===== config.mk =====
export PLATFORM = sky130hd
export DESIGN_NAME = delay_line_ctrl
export DESIGN_NICKNAME = d
export VERILOG_FILES = /design/src/rtl/effects_pkg.sv /design/src/rtl/delay_line_ctrl_sat_mac.sv /design/src/rtl/delay_line_ctrl.sv
export SDC_FILE = /design/constraint.sdc
export NUM_CORES = 1
export LEC_CHECK = 0
export ABC_CLOCK_PERIOD_IN_PS = 18000
export CAP_MARGIN = 20
export CORE_UTILIZATION = 38
export CTS_CLUSTER_SIZE = 14
export DETAILED_ROUTE_END_ITERATION = 6
export MAX_ROUTING_LAYER = met4
export PLACE_DENSITY_LB_ADDON = 0.12
export REMOVE_ABC_BUFFERS = 1
export SLEW_MARGIN = 20
export SYNTH_ARGS = -nofsm -noshare
export SYNTH_HDL_FRONTEND = slang
export SYNTH_SLANG_ARGS = --single-unit
export TNS_END_PERCENT = 10

===== constraint.sdc =====
create_clock -name clk -period 18 [get_ports clk]
set_clock_uncertainty 0.15 [all_clocks]
set_input_delay 5.4 -clock clk [delete_from_list [all_inputs] [get_ports clk]]
set_output_delay 5.4 -clock clk [all_outputs]
set_load 0.005 [all_outputs]

===== src/rtl/effects_pkg.sv =====
// Shared definitions for the effects block sequencers.
// State encodings and gain format used by the delay line controller.
package effects_pkg;

    // Controller states: RAM sweep, wait for sample, read latency, mix, write-back
    typedef enum logic [2:0] {
        S_CLEAR,
        S_IDLE,
        S_READ,
        S_MIX,
        S_WRITE
    } state_t;

    // Gains are unsigned 4-bit values scaled by 1/16
    localparam int GAIN_W     = 4;
    localparam int GAIN_SHIFT = 4;

endpackage


===== src/rtl/delay_line_ctrl_sat_mac.sv =====
// Saturating multiply-accumulate: dry + ((wet * gain) >>> 4).
// Shared by the output mix path and the feedback write-back path.
module sat_mac
    import effects_pkg::*;
#(
    parameter int dat_width = 8
) (
    input  logic signed [dat_width-1:0] i_dry,
    input  logic signed [dat_width-1:0] i_wet,
    input  logic        [GAIN_W-1:0]    i_gain,
    output logic signed [dat_width-1:0] o_res
);

    localparam int PW = dat_width + GAIN_W + 1;
    localparam int SW = dat_width + 2;

    localparam logic signed [SW-1:0] MAXV = SW'((1 << (dat_width - 1)) - 1);
    localparam logic signed [SW-1:0] MINV = ~MAXV;

    logic signed [PW-1:0] w_wet_x;
    logic signed [PW-1:0] w_gain_x;
    logic signed [PW-1:0] w_prod;
    logic signed [PW-1:0] w_scaled;
    logic signed [SW-1:0] w_sum;

    // Gain is zero-extended so it always acts as a positive multiplier
    assign w_wet_x  = PW'(i_wet);
    assign w_gain_x = PW'({1'b0, i_gain});
    assign w_prod   = w_wet_x * w_gain_x;
    assign w_scaled = w_prod >>> GAIN_SHIFT;
    assign w_sum    = SW'(i_dry) + SW'(w_scaled);

    // Clamp the widened sum back into the sample range
    always_comb begin
        o_res = w_sum[dat_width-1:0];
        if (w_sum > MAXV) begin
            o_res = {1'b0, {(dat_width - 1){1'b1}}};
        end else if (w_sum < MINV) begin
            o_res = {1'b1, {(dat_width - 1){1'b0}}};
        end
    end

endmodule


===== src/rtl/delay_line_ctrl.sv =====
// Circular delay line sequencer for the echo effect sample RAM.
// Port A writes (sweep and write-back), port B reads the delayed tap.
module delay_line_ctrl
    import effects_pkg::*;
#(
    parameter int adr_width = 13,
    parameter int dat_width = 8
) (
    input  logic                        clk,
    input  logic                        reset,
    input  logic                        clear,
    input  logic        [adr_width-1:0] delay,
    input  logic        [GAIN_W-1:0]    mix_gain,
    input  logic        [GAIN_W-1:0]    fb_gain,
    input  logic                        in_valid,
    output logic                        in_ready,
    input  logic signed [dat_width-1:0] in_sample,
    output logic                        out_valid,
    output logic signed [dat_width-1:0] out_sample,
    output logic                        busy,
    output logic                        ram_en_a,
    output logic                        ram_we_a,
    output logic        [adr_width-1:0] ram_adr_a,
    output logic signed [dat_width-1:0] ram_dat_a,
    output logic                        ram_en_b,
    output logic        [adr_width-1:0] ram_adr_b,
    input  logic signed [dat_width-1:0] ram_dat_b
);

    localparam logic [adr_width-1:0] LAST_ADR = {adr_width{1'b1}};

    state_t r_state;
    state_t w_state_nxt;
    state_t w_st_eff;

    logic        [adr_width-1:0] r_clr_cnt;
    logic        [adr_width-1:0] r_wr_ptr;
    logic        [adr_width-1:0] r_d;
    logic signed [dat_width-1:0] r_dry;
    logic                        r_in_ready;
    logic                        r_out_valid;
    logic signed [dat_width-1:0] r_out_sample;
    logic                        r_busy;
    logic                        r_en_a;
    logic                        r_we_a;
    logic        [adr_width-1:0] r_adr_a;
    logic signed [dat_width-1:0] r_dat_a;
    logic                        r_en_b;
    logic        [adr_width-1:0] r_adr_b;

    logic        [adr_width-1:0] w_clr_cnt_nxt;
    logic        [adr_width-1:0] w_cnt_eff;
    logic        [adr_width-1:0] w_wr_ptr_nxt;
    logic        [adr_width-1:0] w_d_nxt;
    logic signed [dat_width-1:0] w_dry_nxt;
    logic                        w_in_ready_nxt;
    logic                        w_out_valid_nxt;
    logic signed [dat_width-1:0] w_out_sample_nxt;
    logic                        w_busy_nxt;
    logic                        w_en_a_nxt;
    logic                        w_we_a_nxt;
    logic        [adr_width-1:0] w_adr_a_nxt;
    logic signed [dat_width-1:0] w_dat_a_nxt;
    logic                        w_en_b_nxt;
    logic        [adr_width-1:0] w_adr_b_nxt;

    logic                        w_xfer;
    logic signed [dat_width-1:0] w_wet;
    logic signed [dat_width-1:0] w_mix;
    logic signed [dat_width-1:0] w_fb;

    // A zero delay would read the slot about to be written, so force bypass
    assign w_wet = (r_d == '0) ? '0 : ram_dat_b;

    sat_mac #(
        .dat_width(dat_width)
    ) u_mix (
        .i_dry (r_dry),
        .i_wet (w_wet),
        .i_gain(mix_gain),
        .o_res (w_mix)
    );

    sat_mac #(
        .dat_width(dat_width)
    ) u_fb (
        .i_dry (r_dry),
        .i_wet (w_wet),
        .i_gain(fb_gain),
        .o_res (w_fb)
    );

    // A clear pulse overrides whatever is in flight and restarts the sweep
    assign w_st_eff  = clear ? S_CLEAR : r_state;
    assign w_cnt_eff = clear ? '0 : r_clr_cnt;
    assign w_xfer    = in_valid && r_in_ready && !clear;

    // Next state and next registered outputs
    always_comb begin
        w_state_nxt      = r_state;
        w_clr_cnt_nxt    = r_clr_cnt;
        w_wr_ptr_nxt     = r_wr_ptr;
        w_d_nxt          = r_d;
        w_dry_nxt        = r_dry;
        w_in_ready_nxt   = 1'b0;
        w_out_valid_nxt  = 1'b0;
        w_out_sample_nxt = r_out_sample;
        w_busy_nxt       = 1'b0;
        w_en_a_nxt       = 1'b0;
        w_we_a_nxt       = 1'b0;
        w_adr_a_nxt      = r_adr_a;
        w_dat_a_nxt      = r_dat_a;
        w_en_b_nxt       = 1'b0;
        w_adr_b_nxt      = r_adr_b;

        unique case (w_st_eff)
            S_CLEAR: begin
                w_busy_nxt   = 1'b1;
                w_en_a_nxt   = 1'b1;
                w_we_a_nxt   = 1'b1;
                w_adr_a_nxt  = w_cnt_eff;
                w_dat_a_nxt  = '0;
                w_wr_ptr_nxt = '0;
                if (w_cnt_eff == LAST_ADR) begin
                    w_clr_cnt_nxt = '0;
                    w_state_nxt   = S_IDLE;
                end else begin
                    w_clr_cnt_nxt = w_cnt_eff + 1'b1;
                    w_state_nxt   = S_CLEAR;
                end
            end
            S_IDLE: begin
                w_in_ready_nxt = 1'b1;
                if (w_xfer) begin
                    w_in_ready_nxt = 1'b0;
                    w_dry_nxt      = in_sample;
                    w_d_nxt        = delay;
                    w_en_b_nxt     = 1'b1;
                    w_adr_b_nxt    = r_wr_ptr - delay;
                    w_state_nxt    = S_READ;
                end
            end
            S_READ: begin
                w_state_nxt = S_MIX;
            end
            S_MIX: begin
                w_out_sample_nxt = w_mix;
                w_en_a_nxt       = 1'b1;
                w_we_a_nxt       = 1'b1;
                w_adr_a_nxt      = r_wr_ptr;
                w_dat_a_nxt      = w_fb;
                w_state_nxt      = S_WRITE;
            end
            S_WRITE: begin
                w_out_valid_nxt = 1'b1;
                w_wr_ptr_nxt    = r_wr_ptr + 1'b1;
                w_in_ready_nxt  = 1'b1;
                w_state_nxt     = S_IDLE;
            end
            default: begin
                w_clr_cnt_nxt = '0;
                w_state_nxt   = S_CLEAR;
            end
        endcase
    end

    // State register; reset starts a full RAM sweep
    always_ff @(posedge clk or posedge reset) begin
        if (reset) begin
            r_state <= S_CLEAR;
        end else begin
            r_state <= w_state_nxt;
        end
    end

    // Datapath and output registers
    always_ff @(posedge clk or posedge reset) begin
        if (reset) begin
            r_clr_cnt    <= '0;
            r_wr_ptr     <= '0;
            r_d          <= '0;
            r_dry        <= '0;
            r_in_ready   <= 1'b0;
            r_out_valid  <= 1'b0;
            r_out_sample <= '0;
            r_busy       <= 1'b1;
            r_en_a       <= 1'b0;
            r_we_a       <= 1'b0;
            r_adr_a      <= '0;
            r_dat_a      <= '0;
            r_en_b       <= 1'b0;
            r_adr_b      <= '0;
        end else begin
            r_clr_cnt    <= w_clr_cnt_nxt;
            r_wr_ptr     <= w_wr_ptr_nxt;
            r_d          <= w_d_nxt;
            r_dry        <= w_dry_nxt;
            r_in_ready   <= w_in_ready_nxt;
            r_out_valid  <= w_out_valid_nxt;
            r_out_sample <= w_out_sample_nxt;
            r_busy       <= w_busy_nxt;
            r_en_a       <= w_en_a_nxt;
            r_we_a       <= w_we_a_nxt;
            r_adr_a      <= w_adr_a_nxt;
            r_dat_a      <= w_dat_a_nxt;
            r_en_b       <= w_en_b_nxt;
            r_adr_b      <= w_adr_b_nxt;
        end
    end

    assign in_ready   = r_in_ready;
    assign out_valid  = r_out_valid;
    assign out_sample = r_out_sample;
    assign busy       = r_busy;
    assign ram_en_a   = r_en_a;
    assign ram_we_a   = r_we_a;
    assign ram_adr_a  = r_adr_a;
    assign ram_dat_a  = r_dat_a;
    assign ram_en_b   = r_en_b;
    assign ram_adr_b  = r_adr_b;

endmodule


==> flow_metrics.py <==
metrics = {
    "routing": {
        "wirelength_met1_mm": 9.23,
        "met2_wirelength_mm": 9.24,
        "vias": 6429,
        "drt_iter0_drc": 283,
        "wl_mm": 19.3,
        "met3_length_microns": 606,
        "top_layer_used": "met4",
        "ant_nets": 0,
        "post_drt_wl_per_cell_microns": 15.2,
        "vias_per_cell": 5.08,
        "drtPass1Iterations": 5,
        "route.detailed.drc": 0,
    },
    "placed_design": {
        "dp_cells": 1251,
        "place_area_sq_um": 9010,
        "portBuffers": 88,
        "dpl.hpwl_mm": 14.8,
        "pre_cts_ws_ns": 7.09,
        "place_congestion": 0.808,
    },
    "die": {
        "boundaryPins": 89,
        "die_w_microns": 146,
        "rows": 52,
        "die-area_sq_um": 21300,
        "core_area_sq_um": 20300,
        "initial_core_util_pct": 38.8,
        "die_h_microns": 146,
    },
    "final_layout": {
        "drive_gt1_share_pct": 3.61,
        "area_delta_synth_final_pct": 18.6,
        "fillers": 2053,
        "final_area_sq_um": 9340,
        "final_net_count": 1145,
        "layout_commonest_cell": "nand2_1",
        "final_cell_mix": "102 x nand2_1, 96 x dfrtp_1, 94 x nor2_1, 94 x inv_1, 88 x clkdlybuf4s50_1",
        "fin_cells": 1266,
        "diodes": 0,
    },
    "cts": {
        "postCtsSetupBuffers": 0,
        "cts_num_sinks": 97,
        "cts_tree": "built",
        "ctsResizeCount": 0,
        "clockRootBuffer": "clkbuf_16",
        "clock_latency_ns": 0.34,
        "cts.path.max_buffers": 2,
        "htreeDepth": 3,
        "clkTransAtPathRegs_ns": 0.07,
        "cts_buffers": 9,
        "cts_hold_buffers": 0,
    },
    "sta": {
        "finalWorstSetupSlack_ns": 7.46,
        "hold_ws_ns": 0.332,
        "finalSetupViolCount": 0,
        "setup_tns_ns": 0,
        "fin_crit_sh_pct": 58.6,
        "finalHoldViolCount": 0,
        "min_period_ns": 10.54,
        "grt_setup_unrepaired": "no",
        "max_freq_ghz": 0.0949,
        "drv_slew": 0,
        "worstMarginPinSlew_ns": 0.946,
        "relSlewSlack_pct": 37.0,
    },
    "logic_synthesis": {
        "synth-edff-count": 0,
        "yosys.cell_types.count": 65,
        "avgSynthCellArea_sq_um": 8.59,
        "synth_area_sq_um": 7880,
        "ys_warn_count": 0,
        "seq_area_frac_synth_pct": 30.8,
        "ys_seq_elements": 97,
        "netlist_instances": 917,
        "synth-async-reset-ratio_pct": 100,
        "synthFlopType": "dfrtp_1",
    },
    "grt": {
        "overflow": 0,
        "grt_util_all_layers_pct": 19.7,
        "grt_pass1_wl_mm": 32.9,
        "grt_start_max_net_pins": 75,
        "antenna_found_initial": 0,
        "grt_pass1_vias": 6456,
    },
    "pwr": {
        "p_leak_nw": 4.70,
        "power.density_nw_per_um2": 49.4,
        "ir_drop_v": 0.0000373,
    },
    "setup_path": {
        "crit_path_start": "ram_dat_b[3]",
        "crit_fanout": 8,
        "r2r-end": "out_sample[4]",
        "path_class": "in2reg",
        "rrSetupSlack_ns": 11.72,
        "crit_required_ns": 18.08,
        "cp-end-kind": "register",
        "r2r_cells": 24,
        "rr_startpoint": "r_d[7]",
        "endpoint": "out_sample[4]",
        "critPathArrivalTime_ns": 10.62,
        "critPathLaunchType": "primary input",
    },
    "worst_hold_path": {
        "hold_class": "reg2reg",
    },
    "job": {
        "cap_violations": 0,
    },
    "outcome": {
        "status": "finished, final reports clean",
    },
}
==> critical path: stages <==
cell,delay [ns]
clkdlybuf4s50_1,0.55
and3_1,0.24
ha_1,0.31
fa_1,0.55
inv_1,0.06
fa_1,0.53
inv_1,0.04
ha_1,0.32
o21ai_0,0.10
a21oi_1,0.21
nand4_1,0.13
a21oi_1,0.21
nor2_1,0.09
a21boi_0,0.14
ha_1,0.34
o21ai_1,0.09
nand2b_1,0.06
a31o_2,0.27
or3b_1,0.34
a31oi_1,0.21
nor3_2,0.11
a221o_1,0.30
==> layout make-up <==
| cell class | instances | area [sq um] | share of cell area, % |
|---|---|---|---|
| inverter | 96 | 363 | 3.88 |
| timing repair buffer | 91 | 903 | 9.67 |
| sequential | 97 | 2430 | 26.0 |
| clock buffer | 11 | 253 | 2.70 |
| tap | 270 | 338 | 3.62 |
| multi-input combinational | 697 | 4980 | 53.3 |
| clock inverter | 4 | 76.3 | 0.817 |
==> cells in the mapped netlist (all sizes together) (11+ instances only) <==
library cell,instances,share of area [%]
a21oi,42,2.7
and3,52,4.1
clkbuf,20,0.95
dfrtp,96,30
fa,35,8.9
ha,77,12
inv,95,4.5
nand2,102,4.9
nand2b,13,1.0
nand3,30,2.0
nand4,11,0.87
nor2,94,4.5
nor2b,12,0.95
nor3,14,1.1
nor4,11,0.95
o21ai,63,4.0
xnor2,35,3.9
xor2,13,1.4
==> worst min path at each step <==
stage / start / to / slack, ns / cells after the start
3_5_place_dp: r_d[12] / r_d[12] / 0.32 / 2
2_1_floorplan: r_d[0] / r_d[0] / 0.30 / 2
4_1_cts: r_d[12] / r_d[12] / 0.33 / 2
3_3_place_gp: r_d[4] / r_d[4] / 0.31 / 2
5_1_grt: r_d[12] / r_d[12] / 0.36 / 2
6_report: r_d[8] / r_d[8] / 0.33 / 2
==> state kept, by name, summed over array words and instances (netlist names) <==
register    cells
ram_adr_a      13
in_ready        1
ram_adr_b      13
ram_we_a        1
ram_dat_a       8
r_wr_ptr       13
out_valid       1
r_d            13
ram_en_b        1
busy            1
r_dry           8
r_clr_cnt      13
out_sample      8
r_state         3
==> stage by stage <==
| stage | utilization, % | total power, mW |
|---|---|---|
| floorplan | - | 0.236 |
| global placement | 44.4 | 0.256 |
| detailed placement | 44.4 | 0.255 |
| CTS | 46.0 | 0.468 |
| global route | 46.0 | 0.479 |
| finish | 46.0 | 0.462 |
==> layer usage <==
| metal | vias to the layer above | GRT usage [%] |
|---|---|---|
| li1 | 3299 | - |
| met1 | 3020 | 26.5 |
| met2 | 99 | 32.2 |
| met3 | 11 | 2.32 |
| met4 | 0 | 4.06 |
| met5 | - | - |
==> power breakdown <==
group | switching, mW | internal, mW | leakage, nW
Sequential | 0.00136 | 0.219 | 1.33
Combinational | 0.0166 | 0.0135 | 3.21
Clock | 0.0821 | 0.129 | 0.158
Total | 0.100 | 0.362 | 4.70
==> cell families (layout without fill, tap and decap cells) <==
family          Yosys count  in the layout  synth area share, %
fa+ha+maj               112            112                 21.1
buf+inv                 123            202                 5.96
simple gates            361            361                 22.4
flops                    97             97                 30.8
compound gates          171            171                 13.7
mux                       5              5                0.667
xor+xnor                 48             48                 5.34
No activity file was read; power rests on OpenSTA's default activity.
